File: src/rtl/pes_rca_acc_if.sv
// Handshake bundle between the ripple-carry adder stage, the accumulator and its consumer.
// The master modport belongs to the side that drives samples and consumes results.
interface pes_rca_acc_if #(
    parameter int ACC_W = 8
);
    logic             start;
    logic [3:0]       S;
    logic             Cout;
    logic             in_valid;
    logic             in_ready;
    logic [ACC_W-1:0] acc_out;
    logic             ovf;
    logic             out_valid;
    logic             out_ready;
    logic             busy;

    modport master (
        output start, S, Cout, in_valid, out_ready,
        input  in_ready, acc_out, ovf, out_valid, busy
    );

    modport slave (
        input  start, S, Cout, in_valid, out_ready,
        output in_ready, acc_out, ovf, out_valid, busy
    );
endinterface

File: src/rtl/pes_rca_acc.sv
// Accumulates NSAMP {Cout,S} results from a 4-bit ripple-carry adder into a wrapping
// ACC_W-bit sum with a sticky carry-out flag, then holds the result until consumed.
module pes_rca_acc #(
    parameter int NSAMP = 4,
    parameter int ACC_W = 8
) (
    input  logic               clk,
    input  logic               rst_n,
    pes_rca_acc_if.slave       bus
);
    typedef enum logic [1:0] {
        IDLE  = 2'd0,
        ACCUM = 2'd1,
        DONE  = 2'd2
    } state_t;

    state_t           state_q, state_nxt;
    logic [ACC_W-1:0] acc_q, acc_nxt;
    logic             ovf_q, ovf_nxt;
    logic [7:0]       cnt_q, cnt_nxt;
    logic [ACC_W:0]   sum_w;

    // The extra top bit of the result is the carry out of the accumulator.
    function automatic logic [ACC_W:0] add_operand(input logic [ACC_W-1:0] acc,
                                                   input logic [4:0]       op);
        return {1'b0, acc} + {{(ACC_W-4){1'b0}}, op};
    endfunction

    assign sum_w = add_operand(acc_q, {bus.Cout, bus.S});

    always_ff @(posedge clk or negedge rst_n) begin
        if (!rst_n) begin
            state_q <= IDLE;
            acc_q   <= '0;
            ovf_q   <= 1'b0;
            cnt_q   <= '0;
        end else begin
            state_q <= state_nxt;
            acc_q   <= acc_nxt;
            ovf_q   <= ovf_nxt;
            cnt_q   <= cnt_nxt;
        end
    end

    always_comb begin
        state_nxt = state_q;
        acc_nxt   = acc_q;
        ovf_nxt   = ovf_q;
        cnt_nxt   = cnt_q;
        unique case (state_q)
            IDLE: begin
                if (bus.start) begin
                    acc_nxt   = '0;
                    ovf_nxt   = 1'b0;
                    cnt_nxt   = '0;
                    state_nxt = ACCUM;
                end
            end
            ACCUM: begin
                if (bus.in_valid) begin
                    acc_nxt = sum_w[ACC_W-1:0];
                    ovf_nxt = ovf_q | sum_w[ACC_W];
                    cnt_nxt = cnt_q + 8'd1;
                    if (cnt_q == 8'(NSAMP - 1))
                        state_nxt = DONE;
                end
            end
            DONE: begin
                if (bus.out_ready)
                    state_nxt = IDLE;
            end
            default: state_nxt = IDLE;
        endcase
    end

    // Handshake outputs decode straight from the state so reset clears them without a clock.
    assign bus.in_ready  = (state_q == ACCUM);
    assign bus.out_valid = (state_q == DONE);
    assign bus.busy      = (state_q != IDLE);
    assign bus.acc_out   = acc_q;
    assign bus.ovf       = ovf_q;
endmodule

File: src/flat_wrapper.sv
// flat-port wrapper written by rule: the top's interface ports become plain ports
module pes_rca_acc_flat 
#(
    parameter int NSAMP = 4,
    parameter int ACC_W = 8
)
  (clk, rst_n, bus_start, bus_S, bus_Cout, bus_in_valid, bus_out_ready, bus_in_ready, bus_acc_out, bus_ovf, bus_out_valid, bus_busy);
  pes_rca_acc_if #(.ACC_W(ACC_W)) bus_i ();
  input  logic clk;
  input  logic rst_n;
  input wire logic [$bits(bus_i.start)-1:0] bus_start;
  input wire logic [$bits(bus_i.S)-1:0] bus_S;
  input wire logic [$bits(bus_i.Cout)-1:0] bus_Cout;
  input wire logic [$bits(bus_i.in_valid)-1:0] bus_in_valid;
  input wire logic [$bits(bus_i.out_ready)-1:0] bus_out_ready;
  output wire logic [$bits(bus_i.in_ready)-1:0] bus_in_ready;
  output wire logic [$bits(bus_i.acc_out)-1:0] bus_acc_out;
  output wire logic [$bits(bus_i.ovf)-1:0] bus_ovf;
  output wire logic [$bits(bus_i.out_valid)-1:0] bus_out_valid;
  output wire logic [$bits(bus_i.busy)-1:0] bus_busy;
  assign bus_i.start = bus_start;
  assign bus_i.S = bus_S;
  assign bus_i.Cout = bus_Cout;
  assign bus_i.in_valid = bus_in_valid;
  assign bus_i.out_ready = bus_out_ready;
  assign bus_in_ready = bus_i.in_ready;
  assign bus_acc_out = bus_i.acc_out;
  assign bus_ovf = bus_i.ovf;
  assign bus_out_valid = bus_i.out_valid;
  assign bus_busy = bus_i.busy;
  pes_rca_acc #(.NSAMP(NSAMP), .ACC_W(ACC_W)) u_core (.clk(clk), .rst_n(rst_n), .bus(bus_i));
endmodule
File: config.mk
export PLATFORM = sky130hd
export DESIGN_NAME = pes_rca_acc_flat
export DESIGN_NICKNAME = d
export VERILOG_FILES = /design/src/rtl/pes_rca_acc_if.sv /design/src/rtl/pes_rca_acc.sv /design/src/flat_wrapper.sv
export SDC_FILE = /design/constraint.sdc
export NUM_CORES = 1
export LEC_CHECK = 0
export CORE_ASPECT_RATIO = 1.25
export CORE_MARGIN = 8
export CORE_UTILIZATION = 65
export CTS_BUF_LIST = sky130_fd_sc_hd__clkbuf_2 sky130_fd_sc_hd__clkbuf_4 sky130_fd_sc_hd__clkbuf_8
export DETAILED_ROUTE_END_ITERATION = 10
export DONT_BUFFER_PORTS = 1
export GPL_TIMING_DRIVEN = 0
export MAX_ROUTING_LAYER = met4
export PLACE_DENSITY = 0.81
export SYNTH_ARGS = -nofsm -noshare
export SYNTH_HDL_FRONTEND = slang
export SYNTH_SLANG_ARGS = --single-unit
File: constraint.sdc
create_clock -name clk -period 4.26 [get_ports clk]
set_input_delay 0.639 -clock clk [delete_from_list [all_inputs] [get_ports clk]]
set_output_delay 0.639 -clock clk [all_outputs]
set_load 0.05 [all_outputs]
==> impl_metrics.py, run 1 <==
metrics = {
    "pwr": {
        "pwr-share-seq_pct": 49.6,
        "pwr-share-comb_pct": 38.4,
        "power_density_mw_per_mm2": 725,
        "leakage_nw": 0.553,
        "swShare_pct": 51.0,
        "p_clk_share_pct": 12.0,
        "peakVddDrop_v": 0.000495,
        "p_sw_w": 0.000415,
        "internal_power_w": 0.000399,
    },
    "sta": {
        "finClkSkew_ns": 0.00467,
        "grt_setup_unrepaired": "no",
        "period_share_pct": 52.3,
        "worstMarginPinSlew_ns": 0.847,
        "finalHoldViolCount": 0,
        "whs_ns": 0.483,
        "fmax_ghz": 0.449,
        "fin_setup_tns_ns": 0,
        "setup_viol": 0,
        "slew_headroom_pct": 43.4,
        "period_needed_ns": 2.23,
        "slew_violations": 0,
    },
    "hold_path": {
        "worstHoldStart": "bus_out_ready",
        "min_to": "u_core.state_q[1]$_DFFE_PN0P_",
        "holdPathStages": 2,
        "min_path_type": "in2reg",
    },
    "route": {
        "wirelength_um": 2100,
        "dr_wl_met3_um": 153,
        "met2_length_um": 1040,
        "wire_per_inst_um": 16.8,
        "drt-met1-wl_um": 853,
        "drt_iter0_markers": 6,
        "dr.pass1.iters": 4,
        "drcViolationCount": 0,
        "vias": 772,
        "ant_nets": 0,
        "routed_via_density": 6.18,
        "top_layer_used": "met4",
    },
    "placement": {
        "portBuffers": 0,
        "dp_hpwl_um": 1580,
        "place.gp.congestion": 0.812,
    },
    "logic_synthesis": {
        "netlist_area_mm2": 0.00106,
        "async_flop_share_pct": 100,
        "avgSynthCellArea_um2": 10.4,
        "synth-main-ff-cell": "dfrtp_1",
        "post_synth_inst_count": 102,
        "ys_warn_count": 0,
        "syn_nets": 119,
        "ys_seq_area_share_pct": 44.9,
        "synth-edff-count": 0,
        "ys_seq_elements": 19,
        "yosysUniqueCellTypes": 30,
    },
    "setup_path": {
        "crit-reg2reg-capture": "u_core.bus.acc_out[6]$_DFFE_PN0P_",
        "arrival_ns": 2.46,
        "r2r_start": "u_core.bus.acc_out[0]$_DFFE_PN0P_",
        "cp.required_ns": 4.49,
        "rrSetupSlack_ns": 2.03,
        "path_max_fanout": 3,
        "critPathCaptureType": "register",
        "critPathKind": "reg2reg",
        "cp-start-kind": "register",
        "ff2ff_path_depth": 6,
    },
    "die": {
        "die_y_um": 61.1,
        "start_util_pct": 68.7,
        "num_io_pins": 22,
        "row_count": 16,
        "die_area_mm2": 0.00319,
        "die-width_um": 52.1,
        "core_mm2": 0.00154,
    },
    "global_routing": {
        "antenna_found_initial": 0,
        "grt-ovfl-total": 0,
        "grt_max_degree": 20,
        "grt_pass1_vias": 787,
        "grt_pass1_wl_um": 3570,
        "gr-usage-all-layers_pct": 15.2,
    },
    "clocking": {
        "cts_root_buf": "clkbuf_4",
        "clock-sinks": 19,
        "clk_transition_reported_paths_ns": 0.10,
        "clk_latency_ns": 0.30,
        "cts_tree": "done",
        "clk_path_buf_depth": 2,
        "h-tree-depth": 1,
        "numCtsBuffers": 3,
    },
    "cells_and_area": {
        "area_growth_pct": 5.90,
        "final_nets": 125,
        "num_antenna_cells": 0,
        "nFillCells": 114,
        "drive_gt1_share_pct": 14.0,
    },
    "status": {
        "outcome": "finished clean",
    },
    "flow_run": {
        "cap_violations": 0,
    },
}
[per-layer routing]
metal  vias up  track usage, %
met3         7            5.56
li1        377               -
met1       370            15.8
met4         0            8.75
met2        18            24.2
met5         -               -
[sequential cells by signal, indices dropped and copies added, names as in the netlist]
signal / flops
u_core.bus.acc_out: 8
u_core.cnt_q: 8
u_core.state_q: 2
u_core.bus.ovf: 1
[kinds of logic after synthesis]
family / synth area share (%)
simple gates: 21.0
compound gates: 14.2
flops: 44.9
xor+xnor: 5.79
fa+ha+maj: 8.97
mux: 3.78
buf+inv: 1.42
[synth_stat cells (2+ instances only)]
cell type  instances  area share, %
dfrtp_1           19             45
nand2_1           14            5.0
nor2_1             8            2.8
o21ai_0            7            3.3
ha_1               6            7.1
xor2_1             6            5.0
a21o_1             4            2.8
mux2i_1            4            3.8
nand4_1            4            2.4
a21oi_1            3            1.4
a22o_2             3            2.8
nand3_1            3            1.4
a211oi_1           2            1.4
and2b_2            2            1.7
nand2b_1           2            1.2
[placed cells by master, fill, tap and decap left out]
master and instances:
a21o_1 4, ha_1 6, inv_1 1, dlygate4sd3_1 1, nor3b_2 1, a22o_2 3
and3b_2 1, clkbuf_4 4, a21oi_1 3, xnor2_1 1, a21boi_2 1, a211oi_1 2
xor2_1 6, nand3_1 3, nor3_1 1, and2b_2 2, nor4_1 1, dfrtp_1 19
nand4_1 4, and3_1 1, nor2_1 8, and3_2 1, mux2i_1 4, buf_6 1
nor4bb_1 1, nand4_2 1, nand2b_1 2, a31oi_1 1, o21ai_0 7, nand2_1 14
fa_1 1, o21bai_1 1
[timing repair]
action,in CTS,in global routing
gates resized for setup,0,0
hold endpoints to repair,0,19
setup buffers,0,0
hold buffers,0,1
[critical path, stage by stage (launching register included)]
cell      delay, ns
dfrtp_1        0.59
ha_1           0.33
fa_1           0.43
a211oi_1       0.35
o21bai_1       0.15
nand3_1        0.11
mux2i_1        0.19
[area by class of cell]
| cell class | count | area (µm²) | share of cell area (%) |
|---|---|---|---|
| Multi-Input combinational cell | 81 | 569 | 50.7 |
| Sequential cell | 19 | 475 | 42.4 |
| Clock buffer | 4 | 30.0 | 2.68 |
| Tap cell | 18 | 22.5 | 2.01 |
| Buffer | 1 | 11.3 | 1.00 |
| Timing Repair Buffer | 1 | 10.0 | 0.892 |
| Inverter | 1 | 3.75 | 0.334 |
[worst max-delay path by stage]
| stage | startpoint | end | slack, ns | cells after the start |
|---|---|---|---|---|
| after detailed placement | u_core.bus.acc_out[0]$_DFFE_PN0P_ | u_core.bus.acc_out[6]$_DFFE_PN0P_ | 2.07 | 6 |
| final | u_core.bus.acc_out[0]$_DFFE_PN0P_ | u_core.bus.acc_out[6]$_DFFE_PN0P_ | 2.03 | 6 |
| after global routing | u_core.bus.acc_out[0]$_DFFE_PN0P_ | u_core.bus.ovf$_DFFE_PN0P_ | 1.92 | 6 |
| after global placement | u_core.bus.acc_out[0]$_DFFE_PN0P_ | u_core.bus.acc_out[6]$_DFFE_PN0P_ | 2.10 | 6 |
| after floorplan | u_core.bus.acc_out[0]$_DFFE_PN0P_ | u_core.bus.acc_out[6]$_DFFE_PN0P_ | 2.24 | 6 |
| after CTS | u_core.bus.acc_out[0]$_DFFE_PN0P_ | u_core.bus.acc_out[6]$_DFFE_PN0P_ | 2.04 | 6 |
[power groups by stage]
stage	Combinational [W]	Sequential (W)	Clock, W
finish	0.000313	0.000404	0.0000976
global route	0.000345	0.000416	0.000109
CTS	0.000307	0.000405	0.000101
detailed placement	0.000306	0.000409	0
global placement	0.000292	0.000407	0
floorplan	0.000257	0.000393	0
[through the flow]
| step | power (W) | utilization [%] | std cells | setup slack [ns] | area (µm²) |
|---|---|---|---|---|---|
| after floorplan | 0.000650 | - | 102 | 2.24 | 1060 |
| after global placement | 0.000699 | 70.2 | 120 | 2.10 | 1080 |
| after detailed placement | 0.000715 | 70.2 | 120 | 2.07 | 1080 |
| after CTS | 0.000812 | 72.2 | 124 | 2.04 | 1110 |
| after global routing | 0.000869 | 72.8 | 125 | 1.92 | 1120 |
| final | 0.000814 | 72.8 | 125 | 2.03 | 1120 |
Note: power is estimated with default switching activity, not from simulation.
==> run 2: changes to the inputs <==
CORE_UTILIZATION = 64   (was 65)
PLACE_DENSITY = 0.8   (was 0.81)
clock period = 2.22 ns   (was 4.26 ns; I/O delays follow)
==> impl_metrics.py, run 2 (synthesized netlist as in run 1, its figures left out) <==
metrics = {
    "status": {
        "outcome": "finished clean",
    },
    "setup_path": {
        "path_max_fanout": 3,
        "cpLargestDelayFamily": "adder cells",
        "critPathKind": "reg2reg",
        "max_stage_delay_ns": 0.54,
        "path_buf_inv": 0,
        "cp_cell_sequence": "ha_1, fa_1, a211oi_1, o21bai_1, nand3_1, mux2i_1",
        "cp-start-kind": "register",
        "crit-reg2reg-capture": "u_core.bus.acc_out[6]$_DFFE_PN0P_",
        "critPathCaptureType": "register",
        "rrSetupSlack_ns": 0.12,
        "r2r_start": "u_core.bus.acc_out[0]$_DFFE_PN0P_",
        "cp_slowest_cell": "dfrtp_2",
        "ff2ff_path_depth": 6,
        "cp.required_ns": 2.46,
        "arrival_ns": 2.34,
    },
    "die": {
        "die-width_um": 52.4,
        "die_y_um": 61.5,
        "die_area_mm2": 0.00322,
        "row_count": 16,
        "core_mm2": 0.00156,
        "num_io_pins": 22,
        "start_util_pct": 67.9,
    },
    "clocking": {
        "cts_setup_buffers": 0,
        "cts_tree": "done",
        "clock-sinks": 19,
        "numCtsBuffers": 3,
        "clk_transition_reported_paths_ns": 0.11,
        "clk_path_buf_depth": 2,
        "h-tree-depth": 1,
        "clk_latency_ns": 0.31,
        "cts_root_buf": "clkbuf_4",
    },
    "sta": {
        "fmax_ghz": 0.477,
        "slew_headroom_pct": 44.8,
        "slew_violations": 0,
        "worstMarginPinSlew_ns": 0.825,
        "finalHoldViolCount": 0,
        "setup_viol": 0,
        "fin_setup_tns_ns": 0,
        "period_needed_ns": 2.10,
        "finClkSkew_ns": 0.00891,
        "period_share_pct": 94.4,
        "grt_setup_unrepaired": "no",
        "whs_ns": 0.163,
    },
    "cells_and_area": {
        "nFillCells": 114,
        "layout_commonest_cell": "dfrtp_1",
        "layout_common_cells": "18 x dfrtp_1, 14 x nand2_1, 8 x nor2_1",
        "drive_gt1_share_pct": 15.0,
        "multiInputGateArea_um2": 569,
        "final_nets": 125,
        "num_antenna_cells": 0,
        "area_growth_pct": 6.02,
        "seqCellArea_um2": 477,
    },
    "route": {
        "wirelength_um": 2110,
        "dr.pass1.iters": 4,
        "drt_iter0_markers": 10,
        "drcViolationCount": 0,
        "ant_nets": 0,
        "routed_via_density": 6.22,
        "vias": 777,
        "wire_per_inst_um": 16.9,
    },
    "global_routing": {
        "grt_pass1_vias": 784,
        "gr-usage-all-layers_pct": 15.1,
        "grt_max_degree": 20,
        "grt-ovfl-total": 0,
        "grt_pass1_wl_um": 3590,
        "antenna_found_initial": 0,
    },
    "hold_path": {
        "holdPathStages": 2,
        "worstHoldStart": "bus_out_ready",
        "min_to": "u_core.state_q[1]$_DFFE_PN0P_",
        "min_path_type": "in2reg",
    },
    "placement": {
        "portBuffers": 0,
        "place.gp.congestion": 0.826,
        "dp_hpwl_um": 1620,
    },
    "pwr": {
        "leakage_nw": 0.552,
        "peakVddDrop_v": 0.000992,
        "power_density_mw_per_mm2": 1400,
    },
    "flow_run": {
        "cap_violations": 0,
    },
}
==> run 2: cell count changes in the layout (fill, tap and decap cells not counted) <==
cell | before | now
dfrtp_1 | 19 | 18
dfrtp_2 | 0 | 1
==> run 2: through the flow <==
step	worst slack (ns)	instance area (µm²)	util, %	std cells	total power [W]
floorplan	0.198	1060	-	102	0.00125
finish	0.124	1120	72.0	125	0.00157
global placement	0.0467	1080	69.3	120	0.00134
detailed placement	0.0168	1080	69.3	120	0.00137
CTS	0.106	1120	72.0	125	0.00157
global route	0.0337	1120	72.0	125	0.00167
==> run 2: how the worst max path moves through the flow <==
stage	start	end	slack, ns	cells past startpoint
after floorplan	u_core.bus.acc_out[0]$_DFFE_PN0P_	u_core.bus.acc_out[6]$_DFFE_PN0P_	0.20	6
after global placement	u_core.bus.acc_out[0]$_DFFE_PN0P_	u_core.bus.acc_out[6]$_DFFE_PN0P_	0.05	6
after detailed placement	u_core.bus.acc_out[0]$_DFFE_PN0P_	u_core.bus.acc_out[6]$_DFFE_PN0P_	0.02	6
after CTS	u_core.bus.acc_out[0]$_DFFE_PN0P_	u_core.bus.acc_out[6]$_DFFE_PN0P_	0.11	6
after global routing	u_core.bus.acc_out[0]$_DFFE_PN0P_	u_core.bus.acc_out[6]$_DFFE_PN0P_	0.03	6
final	u_core.bus.acc_out[0]$_DFFE_PN0P_	u_core.bus.acc_out[6]$_DFFE_PN0P_	0.12	6
==> run 2: cell type report <==
cell class / instances / share of cell area [%]
Timing Repair Buffer: 1 / 0.891
Buffer: 1 / 1.00
Clock buffer: 4 / 2.67
Sequential cell: 19 / 42.4
Inverter: 1 / 0.334
Multi-Input combinational cell: 81 / 50.7
Tap cell: 18 / 2.00
==> run 2: what timing repair did <==
action / 4_1_cts / 5_1_grt
resized for setup: 1 / 0
endpoints found under the hold margin: 19 / 0
hold buffers: 1 / 0
endpoints found under the setup margin: 1 / 0
==> run 2: layer usage <==
| metal | global-route usage [%] | routed length, µm | up-vias |
|---|---|---|---|
| met5 | - | 0 | - |
| met4 | 8.52 | 45 | 0 |
| met3 | 5.31 | 152 | 5 |
| met2 | 23.3 | 1020 | 20 |
| met1 | 16.6 | 889 | 372 |
| li1 | - | - | 380 |
==> run 2: where the power goes <==
part / leakage, nW / switching [W] / internal [W]
sequential: 0.248 / 0.000332 / 0.000446
clock: 0.0184 / 0.000113 / 0.0000826
combinational: 0.285 / 0.000355 / 0.000239
total: 0.552 / 0.000800 / 0.000768
==> run 2: worst reg2reg max path, stage by stage (launching register included) <==
cell      delay [ns]
dfrtp_2         0.54
ha_1            0.27
fa_1            0.44
a211oi_1        0.32
o21bai_1        0.15
nand3_1         0.12
mux2i_1         0.19
